`src/rtl/fetch_unit.sv`:
```
// fetch_unit: dual-issue instruction fetch front end.
// Issues a pair of word reads (fpc, fpc+4) to a synchronous dual-read
// instruction memory with one cycle of read latency. Returned words are
// queued with their PCs in a circular fetch queue. Decode can take up to
// two queued instructions per cycle. A redirect flushes the queue and any
// read still in flight, then fetching restarts from the redirect PC.
// Optional build macro: FETCH_PERF_EN adds fetch/stall/flush event counters.
module fetch_unit #(
    parameter int          QDEPTH   = 8,
    parameter logic [31:0] RESET_PC = 32'h0
) (
    input  logic                     clk,
    input  logic                     rst_n,
    output logic [12:0]              imem_addr1,
    output logic [12:0]              imem_addr2,
    input  logic [31:0]              imem_ir1,
    input  logic [31:0]              imem_ir2,
    input  logic                     redirect_valid,
    input  logic [31:0]              redirect_pc,
    input  logic [1:0]               deq_count,
    output logic                     out_valid1,
    output logic                     out_valid2,
    output logic [31:0]              out_ir1,
    output logic [31:0]              out_ir2,
    output logic [31:0]              out_pc1,
    output logic [31:0]              out_pc2,
    output logic [$clog2(QDEPTH):0]  q_count
`ifdef FETCH_PERF_EN
    ,
    output logic [31:0]              perf_fetch_cnt,
    output logic [31:0]              perf_stall_cnt,
    output logic [31:0]              perf_flush_cnt
`endif
);

    localparam int AW = $clog2(QDEPTH);
    localparam int CW = AW + 1;

    // An issue is allowed only while the queue plus the words still in flight
    // leave room for two more entries, so a capture can never overflow.
    localparam logic [CW:0] LP_ISSUE_MAX = (CW + 1)'(QDEPTH - 2);

    logic [31:0]   r_fpc;
    logic [31:0]   r_inflight_pc;
    logic          r_inflight;
    logic [AW-1:0] r_head;
    logic [AW-1:0] r_tail;
    logic [CW-1:0] r_count;

    logic [31:0]   r_q_ir [QDEPTH];
    logic [31:0]   r_q_pc [QDEPTH];

    logic [CW:0]   w_used;
    logic          w_issue;
    logic          w_capture;
    logic [1:0]    w_deq_eff;
    logic [1:0]    w_pop;
    logic [1:0]    w_push;
    logic [AW-1:0] w_head_p1;
    logic [AW-1:0] w_tail_p1;

    assign imem_addr1 = r_fpc[14:2];
    // Adding 4 to fpc only carries from bit 2 upward, so the slot-2 index is
    // the slot-1 index plus one, wrapping at 8192 words.
    assign imem_addr2 = r_fpc[14:2] + 13'd1;

    assign w_head_p1 = r_head + AW'(1);
    assign w_tail_p1 = r_tail + AW'(1);

    // Issue credit, capture qualification and effective pop/push amounts.
    always_comb begin
        w_used    = (CW + 1)'(r_count) + (r_inflight ? (CW + 1)'(2) : (CW + 1)'(0));
        w_issue   = !redirect_valid && (w_used <= LP_ISSUE_MAX);
        w_capture = r_inflight && !redirect_valid;
        w_push    = w_capture ? 2'd2 : 2'd0;
        w_deq_eff = (deq_count == 2'd3) ? 2'd2 : deq_count;
        if (r_count < CW'(w_deq_eff)) begin
            w_pop = r_count[1:0];
        end else begin
            w_pop = w_deq_eff;
        end
    end

    // Fetch PC, in-flight tracking and queue pointers; redirect beats everything but reset.
    always_ff @(posedge clk) begin
        if (!rst_n) begin
            r_fpc         <= RESET_PC;
            r_inflight    <= 1'b0;
            r_inflight_pc <= 32'h0;
            r_head        <= '0;
            r_tail        <= '0;
            r_count       <= '0;
        end else if (redirect_valid) begin
            r_fpc      <= redirect_pc;
            r_inflight <= 1'b0;
            r_head     <= r_tail;
            r_count    <= '0;
        end else begin
            if (w_issue) begin
                r_fpc         <= r_fpc + 32'd8;
                r_inflight    <= 1'b1;
                r_inflight_pc <= r_fpc;
            end else begin
                r_inflight <= 1'b0;
            end
            r_head  <= r_head + AW'(w_pop);
            r_tail  <= r_tail + AW'(w_push);
            r_count <= r_count + CW'(w_push) - CW'(w_pop);
        end
    end

    // Queue storage: the returned pair is written at tail and tail+1.
    // Contents need no reset because occupancy masks every read.
    always_ff @(posedge clk) begin
        if (rst_n && w_capture) begin
            r_q_ir[r_tail]    <= imem_ir1;
            r_q_pc[r_tail]    <= r_inflight_pc;
            r_q_ir[w_tail_p1] <= imem_ir2;
            r_q_pc[w_tail_p1] <= r_inflight_pc + 32'd4;
        end
    end

    // Decode-facing view of the two oldest entries, zeroed when not valid.
    always_comb begin
        out_valid1 = (r_count >= CW'(1));
        out_valid2 = (r_count >= CW'(2));
        out_ir1    = 32'h0;
        out_pc1    = 32'h0;
        out_ir2    = 32'h0;
        out_pc2    = 32'h0;
        if (out_valid1) begin
            out_ir1 = r_q_ir[r_head];
            out_pc1 = r_q_pc[r_head];
        end
        if (out_valid2) begin
            out_ir2 = r_q_ir[w_head_p1];
            out_pc2 = r_q_pc[w_head_p1];
        end
        q_count = r_count;
    end

`ifdef FETCH_PERF_EN
    logic [31:0] r_perf_fetch;
    logic [31:0] r_perf_stall;
    logic [31:0] r_perf_flush;

    // Event counters: issued pairs, stalled cycles, redirects; free-running wrap.
    always_ff @(posedge clk) begin
        if (!rst_n) begin
            r_perf_fetch <= 32'h0;
            r_perf_stall <= 32'h0;
            r_perf_flush <= 32'h0;
        end else begin
            if (w_issue) begin
                r_perf_fetch <= r_perf_fetch + 32'd1;
            end
            if (!w_issue && !redirect_valid) begin
                r_perf_stall <= r_perf_stall + 32'd1;
            end
            if (redirect_valid) begin
                r_perf_flush <= r_perf_flush + 32'd1;
            end
        end
    end

    assign perf_fetch_cnt = r_perf_fetch;
    assign perf_stall_cnt = r_perf_stall;
    assign perf_flush_cnt = r_perf_flush;
`endif

endmodule

```
`config.mk`:
```
export PLATFORM = sky130hd
export DESIGN_NAME = fetch_unit
export DESIGN_NICKNAME = d
export VERILOG_FILES = /design/src/rtl/fetch_unit.sv
export SDC_FILE = /design/constraint.sdc
export NUM_CORES = 1
export LEC_CHECK = 0
export ABC_AREA = 1
export BUFFER_PORTS_ARGS = -buffer_cell sky130_fd_sc_hd__buf_4
export CAP_MARGIN = 30
export CORE_MARGIN = 2
export CORE_UTILIZATION = 30
export DETAILED_ROUTE_END_ITERATION = 10
export PLACE_DENSITY = 0.48
export SLEW_MARGIN = 25
export SYNTH_ARGS = -nofsm -noshare
export SYNTH_HDL_FRONTEND = slang
export SYNTH_SLANG_ARGS = --single-unit
```
`constraint.sdc`:
```
create_clock -name clk -period 3.1 [get_ports clk]
set_input_delay 0.465 -clock clk [delete_from_list [all_inputs] [get_ports clk]]
set_output_delay 0.465 -clock clk [all_outputs]
set_load 0.02 [all_outputs]
```
======== Word level (Yosys, flattened, before mapping) ========
Memories as Yosys holds them, arrays and structs flattened. A register that Yosys moved wholly into a read port is not among the register bits.
Cells that the tools add are included.
W data, S select, Z words.
storage, ports and cells
  RAM bits ................................ 512
  memories kept ........................... 2
  logic and storage cells ................. 48
  register bits after elaboration ......... 75
  input port bits ......................... 101
memories
  memory  depth  width  read ports  clocked after memory_dff  write ports  RTL line  RTL
  r_q_ir  8      32     2           1                         2            50        logic [31:0] r_q_ir [QDEPTH];
  r_q_pc  8      32     2           1                         2            51        logic [31:0] r_q_pc [QDEPTH];
cells by class
  mux-type cells .......................... 16
  reductions and logical operators ........ 7
  add/subtract/negate cells ............... 10
  bitwise logic cells ..................... 2
  equality and inequality tests ........... 1
  order comparisons ....................... 4
operator list
  cell                     number
  $mux W32                 6
  $add A32 B3 Y32 const B  1
  $add A32 B4 Y32 const B  1
  $add A13 B1 Y13 const B  1
  $mux W3                  3
  $mux W2                  4
  $add A3 B1 Y3 const B    2
  $add A3 B2 Y3            2
  $add A4 B2 Y5            1
  $le A5 B3 Y1 const B     1
  $add A4 B2 Y4            1
  $ge A4 B1 Y1 const B     1
  $ge A4 B2 Y1 const B     1
  $lt A4 B2 Y1             1
  $sub A4 B2 Y4            1
  $logic_and A1 B1 Y1      3
  $mux W1                  3
  $eq A2 B2 Y1 const B     1
  $not A1 Y1               2
  $reduce_and A2 Y1        1
  $reduce_bool A2 Y1       1
  $reduce_or A2 Y1         1
  $logic_not A1 Y1         1

======== Longest topological paths before layout ========
  word-level depth ........................ 7
  gate-level depth with buffers ........... 13

======== Worst setup path before layout ========
OpenSTA, ideal clock, no wires.
  path type ............................... input to register
  start point ............................. in redirect_valid
  end point ............................... mem r_q_pc[1][23] (data pin)
  data required time ...................... 2.763 ns
  arrival ................................. 2.980 ns
  stages on the path ...................... 9
  setup time .............................. 0.337 ns
  slack ................................... -0.217 ns
  path buffers ............................ 3
  path through ............................ buf_4 nor2_4 inv_2 nor2_4 nand3_1 inv_2 buf_4 buf_2 o21ai_0
RTL lines
  element          RTL line  RTL
  start, declared  18        input logic redirect_valid,
  end, declared    51

======== Worst setup path after layout ========
  start point ............................. reg r_head[0]
  end point ............................... out out_pc2[11]
between the ends
  word-level cells in the longest chain between the ends .. 3
RTL lines
  element                 RTL line  RTL
  start, declared         46        logic [AW-1:0] r_head;
  start signal, assigned  96        r_head <= r_tail;
  start signal, assigned  106       r_head <= r_head + AW'(w_pop);
  $add A3 B1 Y3           67        assign w_head_p1 = r_head + AW'(1);
  $mem_v2 Z8 W32          n/a
  $mux W32                135       if (out_valid2) begin
  end, declared           26        output logic [31:0] out_pc2,
No other way between the ends.

==> summary.md <==
| Metric | Value |
|---|---|
| CTS Root Cell | `clkbuf_16` |
| # setup viols final | `0` |
| Synthesis warning total | `0` |
| Post-synth EDFFs | `504` |
| Routability cong. | `0.8069` |
| Mapped cell area | `32020 um^2` |
| Skew-Pair Late Insertion Delay | `0.65 ns` |
| Worst-path clk slew | `0.06 ns` |
| Max Slew Vio Count | `0` |
| Yosys top cell by area | `edfxtp_1` |
| Vias | `27712` |
| Ant diodes | `0` |
| Top-area cell type share of the netlist area | `0.4727` |
| CP Class | `reg -> out` |
| Share of power burned in registers | `0.289` |
| Post-synthesis cell count | `3850` |
| Clock tree buffer depth | `3` |
| Initial Util | `0.3033` |
| Placed cell count | `5331` |
| FF+latch count, synth | `578` |
| Period minus WS final | `3.083 ns` |
| VDD IR max | `0.5435 mV` |
| Input/output buffers | `260` |
| Power after layout | `0.03134 W` |
| TritonCTS clock tree | `built` |
| Gate power share | `0.431` |
| Chip width | `330.7 um` |
| Share of cells above drive strength 1 | `0.1667` |
| Pin count of the biggest net entering global routing | `74` |
| Avg Inst Size Synth | `8.316 um^2` |
| Sequential share of the synthesized area | `0.5190` |
| Core ar. | `105600 um^2` |
| Final core utilization | `0.3799` |
| Multi-input gate area | `13250 um^2` |
| DRT Wirelength | `110.3 mm` |
| FP Rows | `119` |
| Post-Synth Adder-Cell Area | `0.006956` |
| Synth area leaders | `edfxtp_1, o21ai_0, nand2_1` |
| MaxCap Viol Count | `0` |
| Int Power | `0.01917 W` |
| Vias in the first global route | `26046` |
| Sw frac | `0.3883` |
| WL per Instance | `19.97 um` |
| Antenna-violating nets left | `0` |
| Relative slew margins | `0.5591` |
| First-pass GRT wire length | `160.1 mm` |
| Fmax | `0.3243 GHz` |
| Area Overhead vs Synth | `25.27%` |
| Hold slack | `0.04470 ns` |
| Worst slew pin tran | `0.6545 ns` |
| Starting DRT DRC Count | `1937` |
| Initial antenna violation count | `1` |
| Leakage | `15.22 nW` |
| Nets | `4192` |
| FFs w/ async S/R, synth | `0` |
| RSZ-0062 raised after global routing | `true` |
| H-tree depth | `3` |
| Post-synthesis net count | `3967` |
| Post-Layout Cell Count | `5524` |
| Sequential cell area | `16620 um^2` |
| GR Util All Layers | `0.1920` |
| Largest family of logic cells by synthesized area | `compound AO/OA/AOI/OAI gates` |
| Main synth FF type | `edfxtp_1` |
| CP Launch Type | `register` |
| DR vias/cell | `5.017` |
| Final HPWL DP | `66.18 mm` |
| Post-Synth XOR/XNOR Area | `0.01094` |
| DRC | `0` |
| Top post-synthesis cells by count | `nand2_1, o21ai_0, edfxtp_1` |
| Final TNS setup | `0 ns` |
| Fin. Hold Viols | `0` |
| Die Area | `109400 um^2` |
| Most frequent cell after synthesis | `nand2_1` |
| Critical Path RT | `2.63 ns` |
| Num CTS Buffers | `74` |
| Critical path arrival | `2.62 ns` |
| Outcome | `completed` |
| Max Clock Skew | `0.02912 ns` |
| Filler Cells Inserted | `10522` |
| Total congestion overflow | `0` |
| Max FO, Critical Path | `17` |
| Pwr Density | `781.4 nW/um^2` |
| CP endpoint kind | `output port` |
| Share of total power in the clock network | `0.280` |
| Simple logic cell fraction of the synthesized area | `0.1778` |
| P_sw | `0.01217 W` |
| Synth unique cells | `34` |
| Hold Crit Class | `in -> reg` |
| CTS sink cnt | `578` |
| Period utilisation layout | `0.9946` |
| Io pins | `261` |
| Die height | `330.7 um` |
| Post-synthesis mux area share | `0` |
| Drt pass-1 iters | `6` |
| Complex-gate fraction of the synthesized area | `0.2018` |
[path summary, 6_finish.rpt]
path                     start          endpoint  slack (ns)  cells after the start
hold reg to reg       r_fpc[0]  r_inflight_pc[0]        0.47                      2
setup / recovery     r_head[0]       out_pc2[11]        0.02                      8
setup reg to reg    q_count[1]        q_count[2]        0.61                     10
hold / removal    imem_ir1[25]     r_q_ir[2][25]        0.04                      1
[critical path, stage by stage, from the launching register on]
cell and delay (ns):
dfxtp_4 0.43, buf_4 0.30, buf_4 0.26, nor2_1 0.06, o21ai_0 0.16, o21ai_0 0.14
a211oi_2 0.31, buf_4 0.19, buf_4 0.13
[area by class of cell]
cell class | count | share of cell area
Sequential cell | 578 | 0.4145
Tap cell | 1391 | 0.04339
Multi-Input combinational cell | 2689 | 0.3303
Timing Repair Buffer | 447 | 0.1205
Timing Repair inverter | 4 | 0.001404
Clock buffer | 104 | 0.05157
Inverter | 281 | 0.02889
Clock inverter | 30 | 0.009452
[power groups by stage]
stage	Sequential (W)	Combinational [W]	Clock (W)
after CTS	0.00906	0.0133	0.00899
after detailed placement	0.00922	0.0116	0
after floorplan	0.00911	0.00624	0
after global routing	0.00909	0.0145	0.00928
after global placement	0.00922	0.0116	0
final	0.00906	0.0135	0.00877
[cells in the final DEF, fill, tap and decap left out, types with 6 or more instances in the layout]
cell type,count
buf_4,339
a31oi_1,8
dfxtp_1,69
inv_1,266
a21oi_1,390
bufinv_16,8
bufbuf_16,7
inv_2,8
a21oi_2,18
a211oi_2,68
inv_6,6
nand4_1,11
clkbuf_16,88
nor2_1,481
nand2_1,711
o21ai_2,7
o21ai_0,565
clkbuf_1,23
ha_1,11
buf_12,44
a211oi_1,67
nand3b_1,8
buf_16,23
o21ai_1,87
clkinv_2,7
edfxtp_1,504
buf_6,16
nor3_1,17
nand3_1,172
xor2_1,39
[flip-flops by register name (all words and copies together) (netlist names)]
signal	count
q_count	4
r_fpc	32
r_head	3
r_inflight	1
r_inflight_pc	32
r_q_ir	256
r_q_pc	248
r_tail	2
[through the flow]
stage	setup WS [ns]	cell area [um^2]
2_1_floorplan	0.4042	32020
3_3_place_gp	0.1886	35750
3_5_place_dp	0.2757	35750
4_1_cts	-0.08852	39530
5_1_grt	-0.07464	40110
6_report	0.01667	40110
[routing by layer]
layer | global-route usage | vias up | wire length (um)
met5 | 0 | - | 11
met4 | 0.06069 | 2 | 2939
met3 | 0.02611 | 172 | 5951
met2 | 0.3225 | 800 | 52520
met1 | 0.2555 | 13029 | 48890
li1 | - | 13709 | -
[timing repair]
action | CTS | global route
gates resized for setup | 131 | 93
hold endpoints to repair | 12 | 0
setup endpoints to repair | 108 | 92
hold buffers | 3 | 0
pin swaps | 14 | 32
cloned | 21 | 12
buffers inserted | 19 | 8
[logic make-up after synthesis]
| group | count (synthesis) |
|---|---|
| AOI/OAI and AO/OA | 1217 |
| xor gates and xnor gates | 40 |
| adders and majority gates | 16 |
| buffers and inverters | 583 |
| DFF | 578 |
| and+or+nand+nor | 1416 |
(Power assumes the default switching activity.)
